<file path="src/rtl/cnn_defines.sv">
// Shared CNN datapath defines.
//   CNN_DATA_IN_W       : default pixel width entering the CNN front end.
//   CNN_LINE_ADDR_W(n)  : address width for a line store holding n pixels
//                         (never narrower than one bit).
`ifndef CNN_DEFINES_SV
`define CNN_DEFINES_SV

`define CNN_DATA_IN_W 8
`define CNN_LINE_ADDR_W(n) (((n) > 1) ? $clog2(n) : 1)

`endif

</file>
<file path="src/rtl/cnn_line_window_buffer_pkg.sv">
// Package for the line/window buffer: window-height limits and a helper that
// gives the number of line stores a K-row window needs.
package cnn_line_window_buffer_pkg;

  localparam int WIN_K_MIN = 2;
  localparam int WIN_K_MAX = 8;

  // A K-row window keeps K-1 previous lines; K is clamped to the legal range.
  function automatic int line_store_count(input int k);
    if (k < WIN_K_MIN) return WIN_K_MIN - 1;
    if (k > WIN_K_MAX) return WIN_K_MAX - 1;
    return k - 1;
  endfunction

endpackage

</file>
<file path="src/rtl/cnn_line_ram.sv">
// Single-clock line store, DATA_W x IMG_W, read-first.
// The read returns the word held at addr before this cycle's write lands, so a
// store can read and overwrite the same address in one accept cycle; that old
// word is what the next store in the chain writes (line shift).
// Ports:
//   clk   : clock, write on rising edge
//   w_en  : write din to addr on this edge
//   r_en  : read enable; dout is zero when low
//   addr  : shared read/write address
//   din   : write data
//   dout  : pre-write contents of addr
// Contents are deliberately not reset.
`include "cnn_defines.sv"

module cnn_line_ram #(
  parameter int DATA_W = `CNN_DATA_IN_W,
  parameter int IMG_W  = 25
) (
  input  logic                               clk,
  input  logic                               w_en,
  input  logic                               r_en,
  input  logic [`CNN_LINE_ADDR_W(IMG_W)-1:0] addr,
  input  logic [DATA_W-1:0]                  din,
  output logic [DATA_W-1:0]                  dout
);

  logic [DATA_W-1:0] mem [IMG_W];

  always_ff @(posedge clk) begin
    if (w_en) mem[addr] <= din;
  end

  assign dout = r_en ? mem[addr] : '0;

endmodule

</file>
<file path="src/rtl/cnn_line_window_buffer.sv">
// CNN line/window buffer: takes pixels in raster order and emits one K-row
// window column per accepted pixel once K-1 full lines of the current frame
// have been seen.
// Ports:
//   clk, rst              : clock, asynchronous active-high reset
//   in_valid/in_ready     : input handshake
//   in_data, in_sof       : pixel, first pixel of a new frame
//   out_valid/out_ready   : output handshake (single output stage, no skid)
//   out_col               : [DATA_W-1:0] current row, slice i = i rows above
//   out_x, out_eol        : column index of out_col, last column of the line
`include "cnn_defines.sv"

module cnn_line_window_buffer
  import cnn_line_window_buffer_pkg::*;
#(
  parameter int DATA_W = `CNN_DATA_IN_W,
  parameter int IMG_W  = 25,
  parameter int K      = 3
) (
  input  logic                               clk,
  input  logic                               rst,
  input  logic                               in_valid,
  output logic                               in_ready,
  input  logic [DATA_W-1:0]                  in_data,
  input  logic                               in_sof,
  output logic                               out_valid,
  input  logic                               out_ready,
  output logic [K*DATA_W-1:0]                out_col,
  output logic [`CNN_LINE_ADDR_W(IMG_W)-1:0] out_x,
  output logic                               out_eol
);

  localparam int AW     = `CNN_LINE_ADDR_W(IMG_W);
  localparam int YW     = $clog2(K);
  localparam int NSTORE = line_store_count(K);
  localparam logic [AW-1:0] X_LAST = AW'(IMG_W - 1);
  localparam logic [YW-1:0] Y_LAST = YW'(K - 1);
  localparam logic [YW-1:0] Y_ARM  = YW'(K - 2);

  typedef enum logic {PRIME, STREAM} state_t;

  state_t            state, state_nxt;
  logic [AW-1:0]     x, x_pix, x_nxt;
  logic [YW-1:0]     y, y_pix, y_nxt;
  logic              accept, line_wrap;
  logic [K*DATA_W-1:0] col_nxt, col_p0;
  logic [AW-1:0]     x_p0;
  logic              vld_p0;
  logic [DATA_W-1:0] ram_din  [NSTORE];
  logic [DATA_W-1:0] ram_dout [NSTORE];

  function automatic logic [YW-1:0] sat_inc_y(input logic [YW-1:0] v);
    return (v == Y_LAST) ? Y_LAST : v + 1'b1;
  endfunction

  assign in_ready = !vld_p0 || out_ready;
  assign accept   = in_valid && in_ready;

  // A start-of-frame pixel is placed at (0,0) regardless of the counters.
  assign x_pix     = in_sof ? '0 : x;
  assign y_pix     = in_sof ? '0 : y;
  assign line_wrap = (x_pix == X_LAST);

  always_comb begin
    state_nxt = state;
    x_nxt     = x;
    y_nxt     = y;
    if (accept) begin
      x_nxt = line_wrap ? '0 : x_pix + 1'b1;
      y_nxt = line_wrap ? sat_inc_y(y_pix) : y_pix;
      if (in_sof)
        state_nxt = PRIME;
      else if (state == PRIME && line_wrap && y_pix == Y_ARM)
        state_nxt = STREAM;
    end
  end

  always_ff @(posedge clk or posedge rst) begin
    if (rst) begin
      state  <= PRIME;
      x      <= '0;
      y      <= '0;
      vld_p0 <= 1'b0;
    end else begin
      state <= state_nxt;
      x     <= x_nxt;
      y     <= y_nxt;
      if (accept)
        vld_p0 <= (state == STREAM) && !in_sof;
      else if (out_ready)
        vld_p0 <= 1'b0;
    end
  end

  // Line stores: store 0 takes the new pixel, store g takes what store g-1
  // held at this column, so store g always holds the line g+1 rows above.
  for (genvar g = 0; g < NSTORE; g++) begin : g_store
    if (g == 0) begin : g_head
      assign ram_din[g] = in_data;
    end else begin : g_chain
      assign ram_din[g] = ram_dout[g-1];
    end
    cnn_line_ram #(
      .DATA_W (DATA_W),
      .IMG_W  (IMG_W)
    ) u_line_ram (
      .clk  (clk),
      .w_en (accept),
      .r_en (accept),
      .addr (x_pix),
      .din  (ram_din[g]),
      .dout (ram_dout[g])
    );
  end

  always_comb begin
    col_nxt = '0;
    col_nxt[DATA_W-1:0] = in_data;
    for (int j = 0; j < NSTORE; j++)
      col_nxt[(j+1)*DATA_W +: DATA_W] = ram_dout[j];
  end

  // ---- stage p0: output column register ----
  always_ff @(posedge clk) begin
    if (accept) begin
      col_p0 <= col_nxt;
      x_p0   <= x_pix;
    end
  end

  // Data registers carry no reset; gating with the valid flag keeps the
  // outputs zero after reset and hides stale contents while priming.
  assign out_valid = vld_p0;
  assign out_col   = vld_p0 ? col_p0 : '0;
  assign out_x     = vld_p0 ? x_p0 : '0;
  assign out_eol   = vld_p0 && (x_p0 == X_LAST);

endmodule
</file>
<file path="config.mk">
export PLATFORM = sky130hd
export DESIGN_NAME = cnn_line_window_buffer
export DESIGN_NICKNAME = d
export VERILOG_FILES = /design/src/rtl/cnn_line_window_buffer_pkg.sv /design/src/rtl/cnn_line_ram.sv /design/src/rtl/cnn_line_window_buffer.sv
export VERILOG_INCLUDE_DIRS = /design/src /design/src/rtl
export SDC_FILE = /design/constraint.sdc
export NUM_CORES = 1
export LEC_CHECK = 0
export BUFFER_PORTS_ARGS = -buffer_cell sky130_fd_sc_hd__buf_4
export CORE_MARGIN = 2
export CORE_UTILIZATION = 39
export CTS_BUF_LIST = sky130_fd_sc_hd__clkbuf_16
export CTS_CLUSTER_SIZE = 12
export DETAILED_ROUTE_END_ITERATION = 6
export PLACE_DENSITY_LB_ADDON = 0.15
export SLEW_MARGIN = 20
export SYNTH_ARGS = -nofsm -noshare
export SYNTH_HDL_FRONTEND = slang
export SYNTH_SLANG_ARGS = --single-unit
</file>
<file path="constraint.sdc">
create_clock -name clk -period 5.25 [get_ports clk]
set_input_delay 1.05 -clock clk [delete_from_list [all_inputs] [get_ports clk]]
set_output_delay 1.05 -clock clk [all_outputs]
set_load 0.01 [all_outputs]
</file>
==> results.py <==
metrics = {
    "logic_synthesis": {
        "ys_ff_latch": 438,
        "synth_top_area_share_pct": 73.2,
        "ys_top_cells_by_area": "edfxtp_1 73%, mux2i_1 3.5%, mux2_2 1.7%, o22ai_1 1.6%, a21oi_1 1.6%",
        "synth_ff_type": "edfxtp_1",
        "yosysTopAreaCell": "edfxtp_1",
        "syn-num-nets": 1111,
        "syn_area_um2": 17600,
        "async_flop_share_pct": 2.05,
        "synth_edf_count": 429,
        "synthCells": 1095,
        "ys.warnings.count": 0,
        "synth_cell_types": 61,
        "syn_area_per_cell_um2": 16.1,
        "yosysSeqAreaShare_pct": 74.4,
    },
    "route": {
        "remaining_drc_errors": 0,
        "vias": 10409,
        "drtIter0Drc": 1098,
        "ant_nets": 0,
        "routed_wl_mm": 48.9,
        "wl_per_cell_um": 27.3,
        "avgViaCountPerCell": 5.81,
        "first_pass_iters": 6,
    },
    "setup_path": {
        "start_kind": "input port",
        "criticalPathCategory": "input port to flop",
        "end_kind": "flop",
        "crit_fanout": 39,
        "crit_arrival_ps": 3860,
        "cp.required_ps": 5600,
    },
    "cells_and_area": {
        "fill_cells": 3876,
        "fin_area_um2": 20000,
        "final_core_util_pct": 45.1,
        "antenna_cells": 0,
        "area_growth_syn_to_layout_pct": 13.7,
        "drive_gt1_share_pct": 17.5,
        "nets": 1186,
    },
    "placed_design": {
        "gp_congestion": 0.812,
        "placed_area_um2": 18700,
        "dp_hpwl_mm": 29.2,
        "portBuffers": 44,
    },
    "floorplan": {
        "rows": 77,
        "die_w_um": 217,
        "initial_core_util_pct": 39.7,
        "coreArea_um2": 44400,
        "dieArea_um2": 46900,
        "num_io_pins": 45,
        "chipHeight_um": 217,
    },
    "timing": {
        "clock_skew_ps": 12.0,
        "tns_ps": 0,
        "worst_pin_slew_ps": 1050,
        "slew_viol_final": 0,
        "max_clock_freq_mhz": 285,
        "finalSetupViolations": 0,
        "hold_violations": 0,
        "rsz0062_at_grt": "no",
        "period_needed_ps": 3510,
        "period_share_pct": 66.9,
        "slew_headroom_pct": 30.3,
    },
    "power": {
        "swShare_pct": 25.6,
        "power.density_nw_per_um2": 398,
        "combinationalPowerShare_pct": 12.1,
        "p_leak_uw": 0.00682,
        "ir_drop_v": 0.000265,
        "p_clk_share_pct": 36.2,
        "p_int_uw": 5930,
        "p_sw_uw": 2040,
        "power.share.sequential_pct": 51.7,
    },
    "clocking": {
        "cts_tree": "done",
        "cts-buffers-inserted": 46,
        "postCtsSetupRepairBufs": 0,
        "clk_latency_ps": 570,
        "postCtsResizedCells": 0,
        "path_clk_slew_ps": 70,
        "cts_root_buf": "clkbuf_16",
        "h-tree-depth": 2,
        "hold_buffers": 0,
        "cts_sinks": 438,
        "clock_path_buffers": 3,
    },
    "outcome": {
        "status": "finished clean",
    },
    "global_route": {
        "grt_first_pass_wirelength_mm": 71.7,
        "grt_max_degree": 57,
        "grt_antenna_before_repair": 0,
        "gr-total-overflow": 0,
        "grt_pass1_vias": 10261,
        "grt_usage_pct": 21.1,
    },
    "flow_run": {
        "max_cap_viol_count": 0,
    },
    "min_path": {
        "min_path_type": "input port to async pin",
    },
}
==> worst max-delay path: stages <==
cell	delay, ps
buf_4	430
nand2b_2	540
buf_4	470
o22ai_1	120
o21ai_0	200
o21ai_0	260
nor4_2	380
buf_4	370
==> cells by family after synthesis <==
| group | Yosys count | share of synthesized area [%] |
|---|---|---|
| flip-flops | 438 | 74.4 |
| multiplexers | 91 | 5.58 |
| buffers and inverters | 91 | 3.04 |
| adder cells (fa/ha/maj) | 3 | 0.213 |
| AND/OR/NAND/NOR | 180 | 5.23 |
| AO/OA/AOI/OAI | 292 | 11.5 |
==> cells in the final DEF, fill, tap and decap left out, types with 27 or more instances in the layout <==
cell       instances
a21oi_1           56
edfxtp_1         429
mux2_2            27
o22ai_1           46
and2_1            30
a22oi_1           29
o21ai_0           35
nor2_1            40
nand2_1           44
clkbuf_16         47
mux2i_1           61
buf_4            105
==> layout make-up <==
class / count / area (um2) / share of cell area [%]
multi-input combinational: 566 / 4010 / 20.0
tap: 592 / 741 / 3.70
clock inverter: 32 / 133 / 0.662
clock buffer: 47 / 1180 / 5.87
timing repair buffer: 106 / 808 / 4.04
inverter: 12 / 45.0 / 0.225
sequential: 438 / 13100 / 65.5
==> cells in the mapped netlist, drive strengths merged (2+ instances only) <==
| cell type | count |
|---|---|
| a2111oi | 2 |
| a211oi | 14 |
| a21oi | 56 |
| a221o | 2 |
| a221oi | 28 |
| a22oi | 29 |
| a2bb2oi | 2 |
| a31oi | 4 |
| a32oi | 3 |
| and2 | 30 |
| and3 | 2 |
| and3b | 2 |
| and4bb | 2 |
| buf | 57 |
| clkbuf | 22 |
| dfrtp | 9 |
| edfxtp | 429 |
| ha | 3 |
| inv | 11 |
| mux2 | 27 |
| mux2i | 61 |
| mux4 | 3 |
| nand2 | 45 |
| nand2b | 5 |
| nand3 | 19 |
| nand3b | 4 |
| nor2 | 44 |
| nor2b | 7 |
| nor3 | 6 |
| nor4 | 3 |
| o211a | 3 |
| o211ai | 17 |
| o21ai | 37 |
| o221ai | 24 |
| o22a | 19 |
| o22ai | 46 |
| or2 | 7 |
==> power by group through the flow <==
stage | sequential (uW) | clock, uW | combinational [uW]
3_5_place_dp | 4190 | 0 | 964
6_report | 4120 | 2880 | 964
4_1_cts | 4120 | 2940 | 967
2_1_floorplan | 4140 | 0 | 625
5_1_grt | 4130 | 3080 | 1030
3_3_place_gp | 4190 | 0 | 961
==> per-stage QoR <==
step	cells	setup WS (ps)	power, uW	hold WS, ps
floorplan	1095	1460	4760	492
global placement	1714	1180	5150	517
detailed placement	1714	1180	5160	526
CTS	1793	1780	8030	450
global route	1793	1630	8240	485
finish	1793	1740	7970	463
==> registers in the layout, indices dropped and copies added (netlist names) <==
register and count:
col_p0 24, g_store.u_line_ram.mem 400, out_valid 1, state 1
x 5, x_p0 5, y 2
==> final timing paths <==
| path | from | depth (start not counted) | to | slack [ps] |
|---|---|---|---|---|
| hold reg to reg | y[0]$_DFFE_PP0P_ | 2 | y[0]$_DFFE_PP0P_ | 530 |
| setup / recovery | in_sof | 8 | g_store[1].u_line_ram.mem[16][0]$_DFFE_PP_ | 1740 |
| hold / removal | rst | 2 | x[2]$_DFFE_PP0P_ | 460 |
| min in group clk | y[0]$_DFFE_PP0P_ | 2 | y[0]$_DFFE_PP0P_ | 530 |
| setup reg to reg | x[0]$_DFFE_PP0P_ | 7 | g_store[1].u_line_ram.mem[16][0]$_DFFE_PP_ | 1930 |
| max in group asynchronous | rst | 2 | x[0]$_DFFE_PP0P_ | 4460 |
==> metal layers <==
layer	vias up	share of wire, %	track usage [%]
li1	4549	-	-
met1	5391	43	28.9
met2	389	48	34.2
met3	80	6.5	3.35
met4	0	3.0	7.44
met5	-	0	0
(Power assumes the default switching activity.)
